**src/rtl/response_collector_if.sv**
```systemverilog
// Bundle between the PUF sequencer/consumer (master) and the response collector (slave).
interface response_collector_if #(
    parameter int NUM_LOOPS = 4,
    parameter int SEL_W     = $clog2(NUM_LOOPS - 1) + 1
);
    logic                 start;
    logic [SEL_W-1:0]     select_puf;
    logic                 store_response_puf;
    logic                 puf_bit;
    logic                 done;
    logic [NUM_LOOPS-1:0] response;
    logic [NUM_LOOPS-1:0] unstable;
    logic                 response_valid;
    logic                 response_ack;
    logic                 sel_error;

    modport master (
        output start, select_puf, store_response_puf, puf_bit, done, response_ack,
        input  response, unstable, response_valid, sel_error
    );

    modport slave (
        input  start, select_puf, store_response_puf, puf_bit, done, response_ack,
        output response, unstable, response_valid, sel_error
    );
endinterface

```
**src/rtl/response_collector.sv**
```systemverilog
// Majority-votes repeated single-bit PUF evaluations per loop into a stable response,
// flagging loops that tied or were never sampled.
module response_collector #(
    parameter  int NUM_LOOPS  = 4,
    parameter  int COUNT_BITS = 16,
    localparam int SEL_W      = $clog2(NUM_LOOPS - 1) + 1
) (
    input  logic                 clk,
    input  logic                 reset,
    response_collector_if.slave  bus
);
    typedef enum logic [1:0] {IDLE, COLLECT, RESOLVE, VALID} state_e;

    localparam logic [COUNT_BITS-1:0] CNT_MAX = '1;

    state_e                  state_q, state_d;
    logic [COUNT_BITS-1:0]   ones_q  [NUM_LOOPS];
    logic [COUNT_BITS-1:0]   ones_d  [NUM_LOOPS];
    logic [COUNT_BITS-1:0]   total_q [NUM_LOOPS];
    logic [COUNT_BITS-1:0]   total_d [NUM_LOOPS];
    logic [NUM_LOOPS-1:0]    response_q, response_d;
    logic [NUM_LOOPS-1:0]    unstable_q, unstable_d;
    logic                    sel_error_q, sel_error_d;
    logic                    sel_in_range;

    always_comb begin
        sel_in_range = 1'b0;
        for (int i = 0; i < NUM_LOOPS; i++) begin
            if (bus.select_puf == SEL_W'(i)) sel_in_range = 1'b1;
        end
    end

    always_comb begin
        state_d     = state_q;
        ones_d      = ones_q;
        total_d     = total_q;
        response_d  = response_q;
        unstable_d  = unstable_q;
        sel_error_d = sel_error_q;

        if (bus.start) begin
            for (int i = 0; i < NUM_LOOPS; i++) begin
                ones_d[i]  = '0;
                total_d[i] = '0;
            end
            sel_error_d = 1'b0;
            state_d     = COLLECT;
        end else begin
            unique case (state_q)
                IDLE: ;
                COLLECT: begin
                    if (bus.store_response_puf) begin
                        if (!sel_in_range) sel_error_d = 1'b1;
                        for (int i = 0; i < NUM_LOOPS; i++) begin
                            // A loop whose total has saturated stops voting entirely.
                            if (bus.select_puf == SEL_W'(i) && total_q[i] != CNT_MAX) begin
                                total_d[i] = total_q[i] + 1'b1;
                                if (bus.puf_bit && ones_q[i] != CNT_MAX)
                                    ones_d[i] = ones_q[i] + 1'b1;
                            end
                        end
                    end
                    if (bus.done) state_d = RESOLVE;
                end
                RESOLVE: begin
                    // One extra bit keeps 2*ones from overflowing against total.
                    for (int i = 0; i < NUM_LOOPS; i++) begin
                        response_d[i] = {ones_q[i], 1'b0} >  {1'b0, total_q[i]};
                        unstable_d[i] = {ones_q[i], 1'b0} == {1'b0, total_q[i]};
                    end
                    state_d = VALID;
                end
                VALID: begin
                    if (bus.response_ack) state_d = IDLE;
                end
                default: state_d = IDLE;
            endcase
        end
    end

    always_ff @(posedge clk) begin
        if (reset) begin
            state_q     <= IDLE;
            response_q  <= '0;
            unstable_q  <= '0;
            sel_error_q <= 1'b0;
            for (int i = 0; i < NUM_LOOPS; i++) begin
                ones_q[i]  <= '0;
                total_q[i] <= '0;
            end
        end else begin
            state_q     <= state_d;
            response_q  <= response_d;
            unstable_q  <= unstable_d;
            sel_error_q <= sel_error_d;
            for (int i = 0; i < NUM_LOOPS; i++) begin
                ones_q[i]  <= ones_d[i];
                total_q[i] <= total_d[i];
            end
        end
    end

    assign bus.response       = response_q;
    assign bus.unstable       = unstable_q;
    assign bus.response_valid = (state_q == VALID);
    assign bus.sel_error      = sel_error_q;
endmodule

```
**src/flat_wrapper.sv**
```systemverilog
// flat-port wrapper written by rule: the top's interface ports become plain ports
module response_collector_flat 
#(
    parameter  int NUM_LOOPS  = 4,
    parameter  int COUNT_BITS = 16,
    localparam int SEL_W      = $clog2(NUM_LOOPS - 1) + 1
)
  (clk, reset, bus_start, bus_select_puf, bus_store_response_puf, bus_puf_bit, bus_done, bus_response_ack, bus_response, bus_unstable, bus_response_valid, bus_sel_error);
  response_collector_if #(.NUM_LOOPS(NUM_LOOPS)) bus_i ();
  input  logic clk;
  input  logic reset;
  input wire logic [$bits(bus_i.start)-1:0] bus_start;
  input wire logic [$bits(bus_i.select_puf)-1:0] bus_select_puf;
  input wire logic [$bits(bus_i.store_response_puf)-1:0] bus_store_response_puf;
  input wire logic [$bits(bus_i.puf_bit)-1:0] bus_puf_bit;
  input wire logic [$bits(bus_i.done)-1:0] bus_done;
  input wire logic [$bits(bus_i.response_ack)-1:0] bus_response_ack;
  output wire logic [$bits(bus_i.response)-1:0] bus_response;
  output wire logic [$bits(bus_i.unstable)-1:0] bus_unstable;
  output wire logic [$bits(bus_i.response_valid)-1:0] bus_response_valid;
  output wire logic [$bits(bus_i.sel_error)-1:0] bus_sel_error;
  assign bus_i.start = bus_start;
  assign bus_i.select_puf = bus_select_puf;
  assign bus_i.store_response_puf = bus_store_response_puf;
  assign bus_i.puf_bit = bus_puf_bit;
  assign bus_i.done = bus_done;
  assign bus_i.response_ack = bus_response_ack;
  assign bus_response = bus_i.response;
  assign bus_unstable = bus_i.unstable;
  assign bus_response_valid = bus_i.response_valid;
  assign bus_sel_error = bus_i.sel_error;
  response_collector #(.NUM_LOOPS(NUM_LOOPS), .COUNT_BITS(COUNT_BITS)) u_core (.clk(clk), .reset(reset), .bus(bus_i));
endmodule
```
**config.mk**
```make
export PLATFORM = sky130hd
export DESIGN_NAME = response_collector_flat
export DESIGN_NICKNAME = d
export VERILOG_FILES = /design/src/rtl/response_collector_if.sv /design/src/rtl/response_collector.sv /design/src/flat_wrapper.sv
export SDC_FILE = /design/constraint.sdc
export NUM_CORES = 1
export LEC_CHECK = 0
export BUFFER_PORTS_ARGS = -buffer_cell sky130_fd_sc_hd__buf_2
export CAP_MARGIN = 5
export CORE_MARGIN = 2
export CORE_UTILIZATION = 40
export CTS_CLUSTER_SIZE = 25
export DETAILED_ROUTE_END_ITERATION = 7
export PLACE_DENSITY = 0.65
export SLEW_MARGIN = 20
export SYNTH_ARGS = -nofsm -noshare
export SYNTH_HDL_FRONTEND = slang
export SYNTH_SLANG_ARGS = --single-unit
```
**constraint.sdc**
```tcl
create_clock -name clk -period 6.5 [get_ports clk]
set_input_delay 1.3 -clock clk [delete_from_list [all_inputs] [get_ports clk]]
set_output_delay 1.3 -clock clk [all_outputs]
set_load 0.01 [all_outputs]
```
# Word-level counts from Yosys, hierarchy flattened
# Index checks and enable logic that the tools add are counted.
totals:
  ff_bits: 139
  word_cells: 81
  inputBits: 10
classes:
  n_reduce_logical: 24
  order_cmp: 4
  n_mux: 8
  eq_ne: 22
  n_bitwise: 2
  addsub: 8
op_table:
  columns: ["operator", "count"]
  rows:
  - ["$add 16x1->16 const B", 8]
  - ["$ne 16x16->1 const B", 8]
  - ["$eq 17x16->1", 4]
  - ["$gt 17x16->1", 4]
  - ["$reduce_and 3->1", 7]
  - ["$reduce_and 4->1", 4]
  - ["$logic_and 1x1->1", 8]
  - ["$eq 3x2->1 const B", 2]
  - ["$ne 3x3->1 const B", 2]
  - ["$pmux 2 s3", 1]
  - ["$mux 1", 5]
  - ["$eq 2x2->1 const B", 2]
  - ["$mux 2", 2]
  - ["$ne 2x2->1 const B", 2]
  - ["$reduce_bool 4->1", 1]
  - ["$eq 3x1->1 const B", 1]
  - ["$logic_not 3->1", 1]
  - ["$reduce_bool 3->1", 1]
  - ["$eq 2x1->1 const B", 1]
  - ["$not 1->1", 2]
  - ["$reduce_and 2->1", 1]
  - ["$reduce_or 2->1", 1]

# Longest topological paths before layout
# Gate-level depths: netlist (run 1).
logic_depth:
  ltp_word: 7
  ltp_mapped: 8

# Worst setup path before layout (run 1)
# No wires, ideal clock.
synth_timing:
  kind: "in2reg"
  start: "in bus_select_puf[2]"
  end: "reg u_core.total_q[61] in the netlist's numbering"
  arrival_ps: 2731
  cell_stages: 6
  n_path_buf: 0
  slack_ps: 3642
  path_cell_list: "and4bb_4 > nand4_4 > nor4_2 > or3b_1 > xnor2_1 > nor2_1"
synth_between:
  elab_chain_len: 3
synth_rtl:
  columns: ["element", "line_no", "text"]
  rows:
  - ["start: declaration", "flat_wrapper.sv:13", "input wire logic [$bits(bus_i.select_puf)-1:0] bus_select_puf;"]
  - ["$logic_not 3->1", "response_collector.sv:56", "if (bus.select_puf == SEL_W'(i) && total_q[i] != CNT_MAX) begin"]
  - ["$logic_and 1x1->1", "response_collector.sv:56", null]
  - ["$reduce_and 3->1 (no source line)", null, null]
  - ["end signal: indexed assignment", "response_collector.sv:98", "total_q[i] <= total_d[i];"]
  - ["end: declaration", "response_collector.sv:19", "logic [COUNT_BITS-1:0] total_q [NUM_LOOPS];"]
# No other way between the ends.
# A chain may end at the register's enable or synchronous reset.

# Worst setup path in the final report (run 1)
layout_timing:
  start: "in bus_select_puf[2]"
  end: "reg u_core.ones_q[24] in the netlist's numbering"
layout_between:
  elab_chain_len: 3
layout_rtl:
  columns: ["element", "line_no", "text"]
  rows:
  - ["$eq 3x2->1", "response_collector.sv:56", null]
  - ["$logic_and 1x1->1", "response_collector.sv:56", null]
  - ["$reduce_and 4->1 (no source line)", null, null]
  - ["end signal: indexed assignment", "response_collector.sv:97", "ones_q[i] <= ones_d[i];"]
  - ["end: declaration", "response_collector.sv:17", "logic [COUNT_BITS-1:0] ones_q [NUM_LOOPS];"]
# No other way between the ends.

==> results of run 1 <==
[synth_stat cells, drive strengths merged, types with 18 or more instances]
master | n | area (um^2)
xnor2 | 70 | 613
xor2 | 37 | 324
ha | 68 | 851
nand4 | 48 | 315
clkbuf | 18 | 67.6
nor2 | 160 | 601
nand2 | 59 | 224
o21ai | 22 | 114
nand3 | 53 | 278
dfxtp | 139 | 2780
a21oi | 36 | 180
nor4 | 18 | 183
nor3 | 34 | 190
inv | 69 | 259
[cells by family after synthesis]
kind of cell	Yosys count	synth area share [%]
buffers and inverters	90	4.36
AO/OA/AOI/OAI	102	8.26
XOR/XNOR	107	11.9
multiplexers	2	0.254
flip-flops	139	35.3
adder cells (fa/ha/maj)	68	10.8
AND/OR/NAND/NOR	441	29.2
[final cells by class]
cell class                 instances  area, um^2  area share (%)
sequential                       139        2780            31.4
timing repair buffer              21         130            1.47
multi-input combinational        720        4770            53.8
inverter                          69         259            2.92
clock inverter                     6        85.1           0.959
tap                              265         332            3.74
clock buffer                      25         505            5.70
antenna                            2        5.00          0.0564
[placed cells by master (no fill, tap or decap), drive strengths merged, types with 6 or more instances in the layout]
master	instances
nand4	48
nor4	18
nand3	53
or3	9
and3	16
o21ai	22
ha	68
a211oi	6
o211ai	8
nand2	59
nor2	160
xor2	37
a21oi	36
inv	69
clkbuf	25
buf	21
dfxtp	139
a21o	9
and4	12
nor3	34
xnor2	70
[through the flow]
stage                     power, W  hold WS (ns)  utilization, %  instance area (um^2)
after floorplan           0.000895         0.466               -                  7890
after global placement    0.000908         0.447            42.5                  8250
after detailed placement  0.000908         0.456            42.5                  8250
after CTS                  0.00188         0.473            45.5                  8840
after global routing       0.00194         0.490            45.7                  8860
final                      0.00186         0.469            45.7                  8870
[path summary, 6_finish.rpt]
kind | to | slack [ns] | cells past startpoint
setup / recovery | u_core.ones_q[24] | 3.33 | 7
hold / removal | u_core.bus.response[0] | 0.47 | 2
setup reg to reg | u_core.ones_q[24] | 3.91 | 6
hold reg to reg | u_core.bus.response[0] | 0.47 | 2
[layer usage]
layer  part of all wire (%)  vias up  track usage, %  wire (um)
met5                      0        -               0          0
met4                   0.89        0            5.01        150
met3                    3.8       13            4.90        647
met2                     46       89            28.1       7730
met1                     49     3042            22.7       8350
li1                       -     3353               -          -
[power by group through the flow]
| stage | logic (W) | clock network (W) | registers, W |
|---|---|---|---|
| floorplan | 0.0000220 | 0 | 0.000873 |
| finish | 0.0000360 | 0.000973 | 0.000855 |
| CTS | 0.0000345 | 0.000995 | 0.000855 |
| global route | 0.0000398 | 0.00104 | 0.000855 |
| detailed placement | 0.0000344 | 0 | 0.000874 |
| global placement | 0.0000343 | 0 | 0.000874 |
[sequential cells by signal, indices dropped and copies added, names as in the netlist]
register              flops
u_core.ones_q            64
u_core.bus.response       4
u_core.bus.unstable       4
u_core.state_q            2
u_core.total_q           64
u_core.bus.sel_error      1
[worst register-to-register path, stage by stage (launching register included)]
cell,delay (ns)
dfxtp_1,0.45
and4bb_4,0.36
nand4_1,0.14
a211oi_2,0.81
nand2_1,0.23
or4_1,0.46
nand2_1,0.08
==> impl_results.md, run 1 <==
* Pint at 0.00148 W
* CP endpoint kind: register
* Tcrit/Tclk final at 48.8%
* Asr flop ratio synth at 0%
* Clock slew at reported path FFs at 0.06 ns
* Final Hold Fails at 0
* CP max FO at 15
* Total wire length at 16.9 mm
* Root buffer cell: clkbuf_16
* R2r startpoint: u_core.state_q[0]
* Synthesized area at 0.00789 mm^2
* Pwr dens at 210 mW/mm^2
* CTS H-tree depth at 4
* CTS tree: done
* Crit path buf inv count at 1
* Final clock skew at 0.00785 ns
* Routed vias at 6497
* Crit path launch: bus_select_puf[2]
* Crit path required time at 6.87 ns
* Share of layout cells above drive strength 1 at 7.65%
* RSZ-0062 raised after global routing: no
* Setup ws final at 3.33 ns
* Row count at 51
* GPL Wtd Cong at 0.788
* WS Path Type: input port to register
* Nets at 1046
* CP delay by family, top: simple AND/OR/NAND/NOR gates
* Hold Path Class: register to register
* Sequential share of power at 45.9%
* PortBufs at 19
* Slowest stage delay, CP at 0.81 ns
* P_sw at 0.000389 W
* Max Cap Violations at 0
* CTS Hold Bufs at 0
* Logic pwr share at 1.9%
* Initial antenna violation count at 2
* Cts bufs inserted at 17
* Min-delay src: u_core.bus.response[0]
* Synthesized area per cell at 8.32 um^2
* Post-synthesis sequential area ratio at 35.3%
* Die Span Y at 144 um
* Slowest cell on crit path: a211oi_2
* Drc violations at 0
* Vias in the first global route at 6108
* Slew @ Worst Pin at 1.02 ns
* Leakage at 3.16 nW
* Dpl ws at 2.91 ns
* Total setup buffers inserted after CTS at 0
* Crit path time final at 3.17 ns
* Largest net degree at the start of global routing at 96
* YS warnings at 0
* Arrival @ worst endpoint at 3.54 ns
* Status: completed
* First-pass GRT wire length at 29.0 mm
* Netlist cell types at 60
* Layout area overhead at 12.3%
* WL/cell at 13.5 um
* Clock Power Share at 52.2%
* Maximum vdd drop at 202 uV
* Syn Inst Count at 949
* TritonRoute pass-1 iters at 5
* Gr usage total at 17.4%
* DRT iter0 DRCs at 385
* Setup TNS at 0 ns
* Synth Flop Type: dfxtp_1
* Io pins at 20
* Fin cells at 1247
* Placed Cells at 1213
* Total Die Area at 0.0209 mm^2
* Syn Nets at 1027
* Via-to-Cell Ratio at 5.21
* Post-DRT Antenna Nets at 0
* Fillers at 1946
* Clk sink count at 139
* Die X at 144 um
* HPWL Detailed at 12.2 mm
* Maximum clock insertion buffer count at 2
* Fin. max-slew vios at 0
* Seq cells post-synth at 139
* Initial Utilization at 40.7%
* Relative slew slack at 32.1%
* Sw Ratio at 20.8%
* CP dominant cell by count: nand2_1
* CP Launch Type: input port
* Fmax at 315 MHz
* Gr ovfl total at 0
* Clk_lat worst skew at 0.42 ns
* CORE AREA at 0.0194 mm^2
* Setup violators final at 0
* Post-synth EDFFs at 0
* Worst path cell trace: buf_2 -> and4bb_4 -> nand4_1 -> a211oi_2 -> nand2_1 -> or4_1 -> nand2_1
* Cells resized by post-CTS repair at 0
Note: power is estimated with default switching activity, not from simulation.
==> run 2: changes to the inputs <==
- clock period: 6.5 -> 3.13 ns (I/O delays scaled with it)
==> impl_results.md, run 2 (synthesis gave the netlist of run 1 again) <==
* Total Die Area at 0.0209 mm^2
* Via-to-Cell Ratio at 5.14
* First-pass GRT wire length at 29.8 mm
* Total setup buffers inserted after CTS at 0
* Hold Path Class: register to register
* Gr usage total at 17.8%
* Setup TNS at 0 ns
* Final Hold Fails at 0
* Layout area overhead at 12.7%
* Worst hold margin at 0.465 ns
* Row count at 51
* Cts bufs inserted at 17
* Final clock skew at 0.00728 ns
* Share of layout cells above drive strength 1 at 8.43%
* Setup violators final at 0
* CP max FO at 16
* Clk_lat worst skew at 0.42 ns
* Maximum vdd drop at 318 uV
* Routed vias at 6434
* Met2 Use GR at 28.7%
* Vias in the first global route at 6250
* Logic pwr share at 1.9%
* Crit path launch: u_core.total_q[0]
* Maximum clock insertion buffer count at 2
* Initial Utilization at 40.7%
* GPL Wtd Cong at 0.849
* Clk sink count at 139
* Regs by FF count: u_core.ones_q: 64 flops, u_core.total_q: 64 flops
* Grt peak-use layer: met2
* Die X at 144 um
* HPWL Detailed at 12.4 mm
* R2R Setup Slk at 0.66 ns
* Root buffer cell: clkbuf_16
* Arrival @ worst endpoint at 2.77 ns
* Clock Power Share at 53.0%
* CP Launch Type: register
* Fin. max-slew vios at 0
* Initial antenna violation count at 2
* Die Span Y at 144 um
* Worst Reg2Reg Path Length in Cells at 7
* Total wire length at 17.2 mm
* Sequential share of power at 45.1%
* Crit path time final at 2.47 ns
* Crit Reg-Reg Endpoint: u_core.ones_q[3]
* CTS H-tree depth at 4
* Relative slew slack at 49.1%
* Post-DRT Antenna Nets at 0
* Slew @ Worst Pin at 0.758 ns
* Gr ovfl total at 0
* WL/cell at 13.7 um
* PortBufs at 19
* WS Path Type: register to register
* Largest net degree at the start of global routing at 64
* Sw Ratio at 21.3%
* CORE AREA at 0.0194 mm^2
* Status: completed
* Io pins at 20
* DRT iter0 DRCs at 361
* Met1 GRT Util at 23.4%
* Leakage at 3.18 nW
* Nets at 1050
* Cells resized by post-CTS repair at 0
* TritonRoute pass-1 iters at 5
* Pint at 0.00310 W
* Drc violations at 0
* Tcrit/Tclk final at 79.1%
* Clock slew at reported path FFs at 0.06 ns
* Commonest non-fill, non-tap cell in the layout: nor2_1
* Max Cap Violations at 0
* Most frequent cells in the layout: nor2_1 (160), dfxtp_1 (139), xnor2_1 (70)
* R2r startpoint: u_core.total_q[0]
* CTS tree: done
* CTS Hold Bufs at 0
* Fmax at 404 MHz
* CP endpoint kind: register
* Critical Path End: u_core.ones_q[3]
* Pwr dens at 442 mW/mm^2
* RSZ-0062 raised after global routing: no
* P_sw at 0.000838 W
* Crit path required time at 3.43 ns
* GR Util met3 at 4.34%
## run 2: worst min path at each step
stage | to | slack [ns] | cells past startpoint | from
global route | u_core.bus.unstable[2] | 0.49 | 2 | u_core.bus.unstable[2]
finish | u_core.bus.unstable[1] | 0.46 | 2 | u_core.bus.unstable[1]
detailed placement | u_core.bus.unstable[1] | 0.45 | 2 | u_core.bus.unstable[1]
floorplan | u_core.total_q[33] | 0.47 | 2 | u_core.total_q[33]
CTS | u_core.state_q[1] | 0.46 | 3 | bus_done
global placement | u_core.bus.sel_error | 0.45 | 2 | u_core.bus.sel_error
## run 2: final cells by class
type	instances	area (um^2)
Timing Repair Buffer	25	140
Sequential cell	139	2780
Antenna cell	2	5.00
Tap cell	265	332
Clock inverter	12	145
Clock buffer	20	467
Inverter	69	259
Multi-Input combinational cell	720	4770
Fill cell	1941	10500
## run 2: worst max-delay path, stage by stage, from the launching register on
cell      delay [ns]
dfxtp_1         0.40
ha_1            0.20
and4_1          0.24
or4b_1          0.51
o211ai_2        0.59
nor3_1          0.17
xnor2_1         0.18
nor2_1          0.05
## run 2: power groups by stage
stage                     combinational [W]  sequential (W)  clock [W]
after CTS                         0.0000756         0.00178    0.00212
after global placement            0.0000747         0.00181          0
final                             0.0000744         0.00178    0.00209
after global routing              0.0000835         0.00178    0.00220
after detailed placement          0.0000753         0.00181          0
after floorplan                   0.0000456         0.00181          0
## run 2: layer usage
layer / routed length [um] / vias up
met5: 0 / -
met4: 259 / 0
met3: 518 / 21
met2: 7720 / 65
met1: 8680 / 2999
li1: - / 3349
## run 2: through the flow
step                cells  setup slack, ns  total power, W  utilization [%]  cell area [um^2]
floorplan             949            0.946         0.00186                -              7890
global placement     1218            0.627         0.00189             42.7              8280
detailed placement   1218            0.616         0.00189             42.7              8280
CTS                  1250            0.686         0.00397             45.9              8890
global route         1250            0.474         0.00406             45.9              8890
finish               1252            0.655         0.00394             45.9              8900
==> run 3: changes to the inputs <==
- ABC_AREA: default -> 1
- clock period: 3.13 -> 2.52 ns (I/O delays scaled with it)
==> impl_results.md, run 3 <==
* Area fraction of the dominant cell type after synthesis at 29.5%
* Commonest non-fill, non-tap cell in the layout: nand2_1
* Crit path required time at 2.83 ns
* HPWL Detailed at 17.1 mm
* Total Die Area at 0.0248 mm^2
* CORE AREA at 0.0233 mm^2
* First-pass GRT wire length at 39.0 mm
* Clk sink count at 139
* DRT iter0 DRCs at 602
* Root buffer cell: clkbuf_16
* Relative slew slack at 66.2%
* CTS H-tree depth at 4
* Maximum clock insertion buffer count at 2
* Status: completed
* CTS Hold Bufs at 0
* RSZ-0062 raised after global routing: no
* WL/cell at 12.9 um
* CP endpoint kind: register
* Clock slew at reported path FFs at 0.06 ns
* Register area at 0.00278 mm^2
* Area of the multi-input gates at 0.00586 mm^2
* Synth Flop Type: dfxtp_1
* Crit path time final at 2.00 ns
* Most frequent cells in the layout: nand2_1 (471), inv_1 (154), nor2_1 (152)
* CTS tree: done
* Pwr dens at 501 mW/mm^2
* Routed vias at 9015
* Die Span Y at 157 um
* Share of layout cells above drive strength 1 at 6.36%
* Post-DRT Antenna Nets at 0
* CP delay by family, top: simple AND/OR/NAND/NOR gates
* Io pins at 20
* Top post-synthesis cells by count: nand2_1 (471), inv_1 (154), nor2_1 (153), dfxtp_1 (139), a21oi_1 (138)
* Synthesized area at 0.00942 mm^2
* Slew @ Worst Pin at 0.502 ns
* Seq cells post-synth at 139
* Hold Path Class: input port to register
* TritonRoute pass-1 iters at 7
* DP Area at 0.00984 mm^2
* Drc violations at 0
* Max Cap Violations at 0
* Cell taking the most area after synthesis: dfxtp_1
* YS warnings at 0
* Arrival @ worst endpoint at 2.31 ns
* Asr flop ratio synth at 0%
* Overall power at 0.00527 W
* Netlist cell types at 32
* Largest net degree at the start of global routing at 37
* Initial antenna violation count at 0
* Crit path buf inv count at 1
* Gr ovfl total at 0
* Simple-Gate Fraction of Synth Area at 36.6%
* Via-to-Cell Ratio at 4.97
* Cells resized by post-CTS repair at 0
* Post-synth EDFFs at 0
* Tcrit/Tclk final at 79.5%
* Fillers at 2432
* Xor-xnor portion of the synthesized cell area at 6.79%
* Cts bufs inserted at 17
* Final Hold Fails at 0
* Slowest cell on crit path: dfxtp_1
* Proportion of synthesized area in mux cells at 0%
* Syn Inst Count at 1464
* WS Path Type: register to register
* Worst path cell trace: ha_1 -> nand3_1 -> nor3_2 -> nand3_2 -> nand2_4 -> inv_2 -> o21ai_0 -> a21oi_1
* Fin. max-slew vios at 0
* Regs by FF count: u_core.ones_q: 64 flops, u_core.total_q: 64 flops
* Setup TNS at 0 ns
* Leakage at 4.00 nW
* Post-Synth Adder-Cell Area at 9.03%
* CP Launch Type: register
* GPL Wtd Cong at 0.873
* Clk_lat worst skew at 0.43 ns
* Total wire length at 23.4 mm
* Post-synthesis sequential area ratio at 29.5%
* Setup violators final at 0
* Area contributors post-synth: dfxtp_1 (30%), nand2_1 (19%), ha_1 (9.0%)
* Gr usage total at 19.4%
* Total setup buffers inserted after CTS at 0
* Nets at 1559
* Count leader, synth: nand2_1
* Largest family of logic cells by synthesized area: simple AND/OR/NAND/NOR gates
* Initial Utilization at 40.5%
* Die X at 157 um
* Final instance area at 0.0105 mm^2
* Synthesized area per cell at 6.44 um^2
* Syn Nets at 1542
* Slowest stage delay, CP at 0.42 ns
* Compound-Gate Fraction of Synth Area at 9.64%
* Row count at 56
* PortBufs at 19
* # diodes at 0
* Fmax at 499 MHz
* Final clock skew at 0.00949 ns
* CP max FO at 19
* Vias in the first global route at 8106
* Maximum vdd drop at 365 uV
* Layout area overhead at 11.7%
-- run 3: tightest hold or removal path, stage by stage --
cell     delay [ns]
buf_2          0.11
a21oi_1        0.06
nor2_1         0.07
-- run 3: path summary, 6_finish.rpt --
kind / start / end / slack [ns] / cells past startpoint
min reg2reg: u_core.bus.sel_error / u_core.bus.sel_error / 0.47 / 2
max reg2reg: u_core.total_q[48] / u_core.total_q[53] / 0.52 / 8
min: bus_select_puf[2] / u_core.bus.sel_error / 0.36 / 3
max: u_core.total_q[48] / u_core.total_q[53] / 0.52 / 8
-- run 3: power breakdown --
part           switching [W]  internal [W]
Clock                0.00103       0.00189
Sequential        0.00000569       0.00220
Combinational      0.0000967     0.0000340
-- run 3: per-layer routing --
metal / vias to the layer above / part of all wire (%) / track usage (%)
li1: 4735 / - / -
met1: 4094 / 50 / 26.4
met2: 160 / 45 / 31.5
met3: 26 / 3.4 / 3.52
met4: 0 / 1.4 / 4.94
met5: - / 0 / 0
-- run 3: cell type report --
| cell class | count | share of cell area [%] |
|---|---|---|
| Clock buffer | 19 | 4.21 |
| Clock inverter | 13 | 2.28 |
| Inverter | 162 | 5.81 |
| Multi-Input combinational cell | 1133 | 55.7 |
| Sequential cell | 139 | 26.4 |
| Tap cell | 319 | 3.79 |
| Timing Repair Buffer | 28 | 1.78 |
-- run 3: logic make-up after synthesis --
family / count (synthesis)
fa+ha+maj: 68
xor+xnor: 73
simple gates: 812
flops: 139
buf+inv: 192
compound gates: 180
-- run 3: through the flow --
| stage | setup slack [ns] | std cells | util, % | hold WS [ns] |
|---|---|---|---|---|
| finish | 0.518 | 1813 | 45.2 | 0.361 |
| global route | 0.314 | 1813 | 45.2 | 0.341 |
| CTS | 0.531 | 1813 | 45.2 | 0.350 |
| detailed placement | 0.515 | 1781 | 42.3 | 0.458 |
| global placement | 0.517 | 1781 | 42.3 | 0.446 |
| floorplan | 0.770 | 1464 | - | 0.457 |
